File: src/rtl/pipe_stage_buf.sv
`default_nettype none
// ============================================================================
//  Module   : pipe_stage_buf
//  Purpose  : One pipeline stage boundary carrying a control field and a data
//             field between two stages, with a valid/ready handshake, an
//             optional 1-entry skid register, synchronous flush (bubble
//             insertion) and a saturating back-pressure counter.
//  Ports    : CLK        rising-edge clock
//             Reset      synchronous active-high reset
//             Flush      synchronous discard of all held entries
//             in_valid   upstream entry present
//             in_ready   stage accepts in_* this cycle
//             in_ctrl    upstream control field  [CTRL_W]
//             in_data    upstream data field     [DATA_W]
//             out_valid  out_* holds a valid entry
//             out_ready  downstream consumes this cycle
//             out_ctrl   control field, zero while out_valid=0
//             out_data   data field, holds its last value when empty
//             stall_cnt  saturating count of in_valid && !in_ready edges
//  Revision : 1.0  initial release
// ============================================================================
module pipe_stage_buf #(
    parameter int CTRL_W  = 6,
    parameter int DATA_W  = 51,
    parameter int SKID_EN = 1,
    parameter int CNT_W   = 16
) (
    input  logic              CLK,
    input  logic              Reset,
    input  logic              Flush,
    input  logic              in_valid,
    output logic              in_ready,
    input  logic [CTRL_W-1:0] in_ctrl,
    input  logic [DATA_W-1:0] in_data,
    output logic              out_valid,
    input  logic              out_ready,
    output logic [CTRL_W-1:0] out_ctrl,
    output logic [DATA_W-1:0] out_data,
    output logic [CNT_W-1:0]  stall_cnt
);

    localparam logic [1:0] c_ST_EMPTY = 2'd0;
    localparam logic [1:0] c_ST_FULL  = 2'd1;
    localparam logic [1:0] c_ST_SKID  = 2'd2;

    localparam bit               c_SKID_MODE = (SKID_EN != 0);
    localparam logic [CNT_W-1:0] c_CNT_MAX   = '1;

    logic [1:0]        r_state;
    logic [1:0]        w_state_nxt;
    logic              w_ld_main_in;
    logic              w_ld_main_skid;
    logic              w_ld_skid;

    logic [CTRL_W-1:0] r_main_ctrl;
    logic [DATA_W-1:0] r_main_data;
    logic [CTRL_W-1:0] w_skid_ctrl;
    logic [DATA_W-1:0] w_skid_data;
    logic [CNT_W-1:0]  r_stall_cnt;

    // ------------------------------------------------------------------
    // State register
    // ------------------------------------------------------------------
    always_ff @(posedge CLK) begin
        if (Reset) begin
            r_state <= c_ST_EMPTY;
        end else begin
            r_state <= w_state_nxt;
        end
    end

    // ------------------------------------------------------------------
    // Next-state and load-enable decode. Flush wins over every handshake:
    // no register is loaded, so an entry offered in the flush cycle is
    // dropped and the data registers keep their contents.
    // ------------------------------------------------------------------
    always_comb begin
        w_state_nxt    = r_state;
        w_ld_main_in   = 1'b0;
        w_ld_main_skid = 1'b0;
        w_ld_skid      = 1'b0;
        if (Flush) begin
            w_state_nxt = c_ST_EMPTY;
        end else begin
            case (r_state)
                c_ST_EMPTY: begin
                    if (in_valid) begin
                        w_ld_main_in = 1'b1;
                        w_state_nxt  = c_ST_FULL;
                    end
                end
                c_ST_FULL: begin
                    if (out_ready) begin
                        if (in_valid) begin
                            w_ld_main_in = 1'b1;
                        end else begin
                            w_state_nxt = c_ST_EMPTY;
                        end
                    end else if (in_valid && c_SKID_MODE) begin
                        // in_ready was high (registered), so the entry must
                        // be parked rather than refused.
                        w_ld_skid   = 1'b1;
                        w_state_nxt = c_ST_SKID;
                    end
                end
                c_ST_SKID: begin
                    if (out_ready) begin
                        w_ld_main_skid = 1'b1;
                        w_state_nxt    = c_ST_FULL;
                    end
                end
                default: begin
                    w_state_nxt = c_ST_EMPTY;
                end
            endcase
        end
    end

    // ------------------------------------------------------------------
    // Output decode. With the skid register, in_ready is a pure state
    // decode so there is no out_ready -> in_ready combinational path.
    // ------------------------------------------------------------------
    always_comb begin
        out_valid = (r_state != c_ST_EMPTY);
        out_ctrl  = (r_state != c_ST_EMPTY) ? r_main_ctrl : '0;
        out_data  = r_main_data;
        if (c_SKID_MODE) begin
            in_ready = (r_state != c_ST_SKID);
        end else begin
            in_ready = (r_state == c_ST_EMPTY) || out_ready;
        end
    end

    // ------------------------------------------------------------------
    // Main register (drives out_*)
    // ------------------------------------------------------------------
    always_ff @(posedge CLK) begin
        if (Reset) begin
            r_main_ctrl <= '0;
            r_main_data <= '0;
        end else if (w_ld_main_in) begin
            r_main_ctrl <= in_ctrl;
            r_main_data <= in_data;
        end else if (w_ld_main_skid) begin
            r_main_ctrl <= w_skid_ctrl;
            r_main_data <= w_skid_data;
        end
    end

    // ------------------------------------------------------------------
    // Skid register, present only in skid mode
    // ------------------------------------------------------------------
    generate
        if (SKID_EN != 0) begin : g_skid
            logic [CTRL_W-1:0] r_skid_ctrl;
            logic [DATA_W-1:0] r_skid_data;

            always_ff @(posedge CLK) begin
                if (Reset) begin
                    r_skid_ctrl <= '0;
                    r_skid_data <= '0;
                end else if (w_ld_skid) begin
                    r_skid_ctrl <= in_ctrl;
                    r_skid_data <= in_data;
                end
            end

            assign w_skid_ctrl = r_skid_ctrl;
            assign w_skid_data = r_skid_data;
        end else begin : g_no_skid
            assign w_skid_ctrl = '0;
            assign w_skid_data = '0;
        end
    endgenerate

    // ------------------------------------------------------------------
    // Back-pressure counter: saturating, cleared only by Reset
    // ------------------------------------------------------------------
    always_ff @(posedge CLK) begin
        if (Reset) begin
            r_stall_cnt <= '0;
        end else if (in_valid && !in_ready && (r_stall_cnt != c_CNT_MAX)) begin
            r_stall_cnt <= r_stall_cnt + CNT_W'(1);
        end
    end

    assign stall_cnt = r_stall_cnt;

endmodule
`default_nettype wire

File: config.mk
export PLATFORM = sky130hd
export DESIGN_NAME = pipe_stage_buf
export DESIGN_NICKNAME = d
export VERILOG_FILES = /design/src/rtl/pipe_stage_buf.sv
export SDC_FILE = /design/constraint.sdc
export NUM_CORES = 1
export LEC_CHECK = 0
export BUFFER_PORTS_ARGS = -buffer_cell sky130_fd_sc_hd__buf_4
export CORE_UTILIZATION = 30
export CTS_CLUSTER_DIAMETER = 100
export DETAILED_ROUTE_END_ITERATION = 7
export PLACE_DENSITY = 0.49
export SLEW_MARGIN = 20
export SYNTH_ARGS = -nofsm -noshare
export SYNTH_HDL_FRONTEND = slang
export SYNTH_SLANG_ARGS = --single-unit
File: constraint.sdc
create_clock -name CLK -period 2.34 [get_ports CLK]
set_input_delay 0.351 -clock CLK [delete_from_list [all_inputs] [get_ports CLK]]
set_output_delay 0.351 -clock CLK [all_outputs]
set_load 0.02 [all_outputs]
==> results of run 1 <==
[layer usage]
layer	global-route usage	vias to the layer above	routed length [um]
li1	-	2405	-
met3	0.0479	6	893
met4	0.0543	0	109
met5	0	-	0
met2	0.264	129	6690
met1	0.206	2250	6660
[metrics by stage]
stage	instances	setup slack [ps]	hold WS, ps	util
3_3_place_gp	943	457	441	0.382
6_report	975	408	159	0.420
3_5_place_dp	943	411	445	0.382
2_1_floorplan	623	531	428	-
5_1_grt	975	249	155	0.420
4_1_cts	975	394	135	0.420
[cell families after synthesis]
logic type                 share of synthesized area
xor gates and xnor gates                     0.00171
adders and majority gates                    0.00244
buffers and inverters                         0.0424
AOI/OAI and AO/OA                              0.232
muxes                                        0.00828
and+or+nand+nor                                0.199
DFF                                            0.514
[layout make-up]
cell class / count / area (um^2)
Clock buffer: 22 / 484
Clock inverter: 10 / 148
Fill cell: 1674 / 9650
Inverter: 3 / 11.3
Multi-Input combinational cell: 440 / 2300
Sequential cell: 132 / 2640
Tap cell: 220 / 275
Timing Repair Buffer: 148 / 1140
[power by group]
| group | switching, mW | total, mW | internal [mW] |
|---|---|---|---|
| Combinational | 0.236 | 0.419 | 0.183 |
| Sequential | 0.0333 | 2.34 | 2.31 |
| Clock | 0.995 | 2.79 | 1.80 |
| Total | 1.26 | 5.55 | 4.28 |
[state kept, by name, indices dropped and copies added (netlist names)]
name / count
g_skid.r_skid_data: 51
out_data: 51
stall_cnt: 16
g_skid.r_skid_ctrl: 6
r_main_ctrl: 6
r_state: 2
[cells in the final DEF, fill, tap and decap left out, types with 4 or more instances in the layout]
cell / count
clkinv_4: 4
nor2_1: 7
nand4_1: 5
or3_1: 4
a22oi_1: 57
buf_4: 146
clkbuf_16: 17
a21oi_1: 126
nand2_1: 181
or4_1: 5
o31ai_1: 5
nor2b_1: 10
clkbuf_8: 4
o21ai_0: 4
dfxtp_1: 132
[worst max-delay path by stage]
stage | cells after the start | end | startpoint
global placement | 4 | stall_cnt[15] | r_state[1]
detailed placement | 4 | stall_cnt[15] | r_state[1]
global route | 4 | stall_cnt[15] | r_state[1]
finish | 4 | stall_cnt[15] | r_state[1]
CTS | 4 | stall_cnt[15] | r_state[1]
floorplan | 5 | stall_cnt[14] | stall_cnt[0]
[critical path, cell delays in order (launching register included)]
cell     delay, ps
dfxtp_1        490
and4b_1        290
nand4_1        340
nor4_1         330
mux2_2         370
==> summary.txt, run 1 <==
Floorplanning
  • Die ar.: 17,600 um^2
  • Rows: 47
  • Die Ht: approximately 130 um
  • Initial Util: 0.309
  • Core area: 16,600 um^2
  • Die width: 133 um
  • Num ports: 137

Power
  • Total power: 5.55 mW
  • Pleak: roughly 2.6 nW
  • PwrDens: 793 nW/um^2
  • Max VDD drop: 491 uV

Logic synthesis
  • Yosys top cell area share: 0.514
  • Count leader, synth: nand2_1
  • Netlist Area Pre-Place: 5140 um^2
  • EDFF count, synth: 0
  • Area leader, netlist: dfxtp_1
  • Synth warn: 0
  • Synth Instances: 623
  • Post-synthesis sequential area ratio: 0.514
  • FF+latch count, synth: between 100 and 150
  • Distinct cells, synth: 36
  • Asr flop ratio synth: 0
  • Commonest cells post-synth: nand2_1 (182), dfxtp_1 (132), a21oi_1 (127)
  • Syn_nets: slightly below 700
  • Main flop type after synthesis: dfxtp_1
  • Largest cells by area after synthesis: dfxtp_1 (51%), nand2_1 (13%), a21oi_1 (12%)
  • Mapped Avg Cell Area: 8.24 um^2

Global route
  • GR Overflow Total: 0
  • First-pass GRT wire length: roughly 23 mm
  • Initial antenna violation count: 0
  • Vias in the first global route: 4,488
  • Overall global routing resource usage: 0.163
  • Largest net degree at the start of global routing: 76

Clocking
  • Clock sinks: 132
  • CTS tree: yes
  • Clk_lat worst skew: 410 ps
  • Setup bufs post-CTS: 0
  • Inserted Clock Buffers: 17
  • Post-CTS Hold Buffers: 0
  • H-tree levels: 4
  • Cts repair resizes: 0
  • CTS Root Cell: clkbuf_16
  • Clock Path Buffers: 2
  • CTS clk-pin slew, worst paths: 60 ps

Status
  • Status: finished, final reports clean

Timing
  • Final hold viol count: 0
  • Slew margin rel.: 0.538
  • Slew @ Worst Pin: 693 ps
  • # setup viols final: 0
  • Clk_skew: between 9 and 10 ps
  • Fmax: 518 MHz
  • Fin crit period: between 1500 and 2000 ps
  • RSZ-0062 raised after global routing: false
  • Final TNS setup: 0 ps
  • Final Max Tran Viols: 0
  • Crit share post-route: 0.826

Route
  • Final ANT Viol Nets: 0
  • DRT Pass-1 Iters: 4
  • Iteration-0 DRC Markers: 336
  • DR WL/cell: 14.7 um
  • Drt drc: 0
  • Drt via density: 4.91
  • Via count: around 4,800
  • Final WL: 14.4 mm

Worst setup path
  • Critical path peak fanout: 11
  • R2r setup slk: 410 ps
  • Worst EP arrival: 2230 ps
  • Crit Path Category: reg -> reg
  • Reg2reg end: stall_cnt[15]
  • WP data required: 2630 ps
  • Critical Path Start Type: register
  • Crit. End Element: register
  • R2R Path Start: r_state[1]
  • Register-to-Register Path Depth: 4

Min path
  • WHS Path Cells: 2
  • Worst Hold Path EP: r_state[1]
  • HP Start: out_ready
  • Hold WC Path Type: in -> reg

Final layout
  • Area delta synth->final: 36.2%
  • Finished Cell Area: about 7000 um^2
  • # diodes: 0
  • Ratio of cells with drive above 1 in the final layout: 0.252
  • Nets: 805

Placement
  • Routability congestion estimate: 0.757
  • Post-DP Area: between 6000 and 7000 um^2
  • DP Wirelength: approximately 9.1 mm
  • Port Buffers: 136

Flow run
  • Max-cap violations: 0
Note: power is estimated with default switching activity, not from simulation.
==> inputs of run 2 (changes only) <==
clock period = 2 ns   (was 2.34 ns; I/O delays follow)
==> run 2 against run 1 <==
Critical endpoint is now stall_cnt[10]. Combinational power increased by 18%. Die area stayed put. Non-clock buffer count rose by 7. Cell count increased by 0.72%. Sequential power is 17% higher. Global-route usage rose by 0.34 points. Largest cell class unchanged.
==> summary.txt, run 2 (synthesis results as in run 1) <==
Status
  • Status: finished, final reports clean

Timing
  • Final Max Tran Viols: 0 (unchanged)
  • Fmax: 539 MHz (+4.1%)
  • Slew margin rel.: 0.680 (+0.142)
  • Crit share post-route: 0.928 (+0.102)
  • Final hold viol count: 0 (unchanged)
  • # setup viols final: 0 (unchanged)
  • Clk_skew: 7.08 ps (-2.85 ps)
  • Final TNS setup: 0 ps (unchanged)
  • Fin crit period: 1860 ps (-76.0 ps)
  • Slew @ Worst Pin: 481 ps (-213 ps)
  • RSZ-0062 raised after global routing: false

Worst setup path
  • Slowest stage delay, CP: 390 ps (-100 ps)
  • Crit Path Category: reg -> reg
  • Crit. End Element: register
  • CP max-delay cell: dfxtp_1
  • Worst path cell trace: ha_1 -> and3_1 -> nand4_1 -> buf_4 -> or4_1 -> a21oi_1
  • Worst EP arrival: 2210 ps (-20 ps)
  • Critical Path Start Type: register
  • WP data required: 2350 ps (-280 ps)
  • Critical path peak fanout: 5 (-6)

Power
  • Clk pwr share: 0.474 (-0.029)
  • P_int: 4.71 mW (+10%)
  • Pleak: 2.63 nW (+0.35%)
  • PwrDens: 879 nW/um^2 (+11%)
  • P_sw: 1.43 mW (+13%)
  • Gate power share: 0.081 (+0.006)
  • Max VDD drop: 578 uV (+18%)
  • Switching Fraction: 0.233 (+0.00562)
  • Reg power frac: 0.445 (+0.024)

Clocking
  • CTS Root Cell: clkbuf_16
  • Clk_lat worst skew: 420 ps (about the same)
  • Inserted Clock Buffers: 17 (unchanged)
  • CTS tree: yes
  • H-tree levels: 4 (unchanged)
  • CTS clk-pin slew, worst paths: 60 ps (about the same)
  • Clock Path Buffers: 2 (unchanged)
  • Clock sinks: 132 (unchanged)

Final layout
  • Ratio of cells with drive above 1 in the final layout: 0.259 (+0.00687)
  • Nets: 812 (+0.87%)
  • Final Util: 0.420 (about the same)
  • Most frequent cells in the layout: nand2_1 (181), buf_4 (152), dfxtp_1 (132)
  • Multi-input logic area: 2310 um^2 (+0.38%)
  • # diodes: 0 (unchanged)
  • FILL cells: 1,697 (+1.4%)
  • Register area: 2640 um^2 (unchanged)
  • Finished Cell Area: 7000 um^2 (about the same)
  • Leading cell type in the layout, fill and taps excluded: nand2_1
  • Area delta synth->final: 36.2% (about the same)

Floorplanning
  • Rows: 47 (unchanged)
  • Initial Util: 0.309 (unchanged)
  • Die width: 133 um (unchanged)
  • Core area: 16,600 um^2 (unchanged)
  • Die ar.: 17,600 um^2 (unchanged)
  • Num ports: 137 (unchanged)
  • Die Ht: 133 um (unchanged)

Route
  • DR WL/cell: 14.7 um (about the same)
  • Final WL: 14.4 mm (+0.67%)
  • Final ANT Viol Nets: 0 (unchanged)
  • Drt drc: 0 (unchanged)
  • Iteration-0 DRC Markers: 217 (-35%)
  • Drt via density: 4.90 (-0.17%)
  • DRT Pass-1 Iters: 4 (unchanged)
  • Via count: 4,816 (+0.54%)

Global route
  • GR Overflow Total: 0 (unchanged)
  • Initial antenna violation count: 0 (unchanged)
  • Vias in the first global route: 4,558 (+1.6%)
  • Largest net degree at the start of global routing: 51 (-33%)
  • Overall global routing resource usage: 0.166 (+0.00336)
  • First-pass GRT wire length: 23.3 mm (+1.5%)

Min path
  • Hold WC Path Type: in -> reg

Placement
  • Port Buffers: 136 (unchanged)
  • Post-DP Area: 6410 um^2 (+0.67%)
  • DP Wirelength: 9.26 mm (+2.1%)
  • Routability congestion estimate: 0.768 (+1.4%)

Flow run
  • Max-cap violations: 0 (unchanged)
[run 2: cell types whose count changed in the layout (fill, tap and decap cells not counted), sizes merged]
cell / before / now
clkinv: 4 / 6
buf: 148 / 155
clkbuf: 22 / 23
clkinvlp: 3 / 2
bufinv: 3 / 1
[run 2: repair_timing]
action,4_1_cts,5_1_grt
setup buffers,0,3
hold buffers,0,0
gates resized for setup,0,2
endpoints found under the setup margin,0,4
[run 2: final timing paths]
| kind | from | to | slack, ps | cells after the start |
|---|---|---|---|---|
| min reg2reg | r_main_ctrl[4] | r_main_ctrl[4] | 450 | 2 |
| max | stall_cnt[0] | stall_cnt[10] | 140 | 6 |
| min | out_ready | r_state[1] | 110 | 2 |
| max reg2reg | stall_cnt[0] | stall_cnt[10] | 140 | 6 |
[run 2: worst max-delay path, delay by kind of cell (launching register included)]
| family | cells | cell delay [ps] |
|---|---|---|
| fa+ha+maj | 1 | 250 |
| compound gates | 1 | 140 |
| buf+inv | 1 | 200 |
| flops | 1 | 390 |
| simple gates | 3 | 820 |
[run 2: layer usage]
| metal | GRT usage | part of all wire | vias up |
|---|---|---|---|
| met5 | 0 | 0 | - |
| met4 | 0.0575 | 0.013 | 0 |
| met3 | 0.0579 | 0.057 | 15 |
| met2 | 0.265 | 0.47 | 116 |
| met1 | 0.208 | 0.46 | 2265 |
| li1 | - | - | 2420 |
[run 2: metrics by stage]
step | std cells | power, mW | setup slack [ps] | hold slack, ps
finish | 982 | 6.15 | 144 | 110
global route | 982 | 6.43 | 2.77 | 99.8
CTS | 979 | 6.24 | 106 | 89.4
detailed placement | 947 | 3.29 | 123 | 445
global placement | 947 | 3.28 | 155 | 440
floorplan | 623 | 3.02 | 191 | 377
[run 2: cell type report]
class / count / area share
flip-flops and latches: 132 / 0.378
multi-input cells: 440 / 0.330
repair buffers: 155 / 0.172
clock buffers: 23 / 0.0683
well taps: 220 / 0.0393
clock inverters: 9 / 0.0113
inverters: 3 / 0.00161
[run 2: power by group through the flow]
stage / combinational (mW) / sequential, mW / clock (mW)
after floorplan: 0.180 / 2.84 / 0
after global placement: 0.493 / 2.79 / 0
after detailed placement: 0.499 / 2.79 / 0
after CTS: 0.500 / 2.74 / 3.00
after global routing: 0.537 / 2.74 / 3.15
final: 0.495 / 2.74 / 2.92
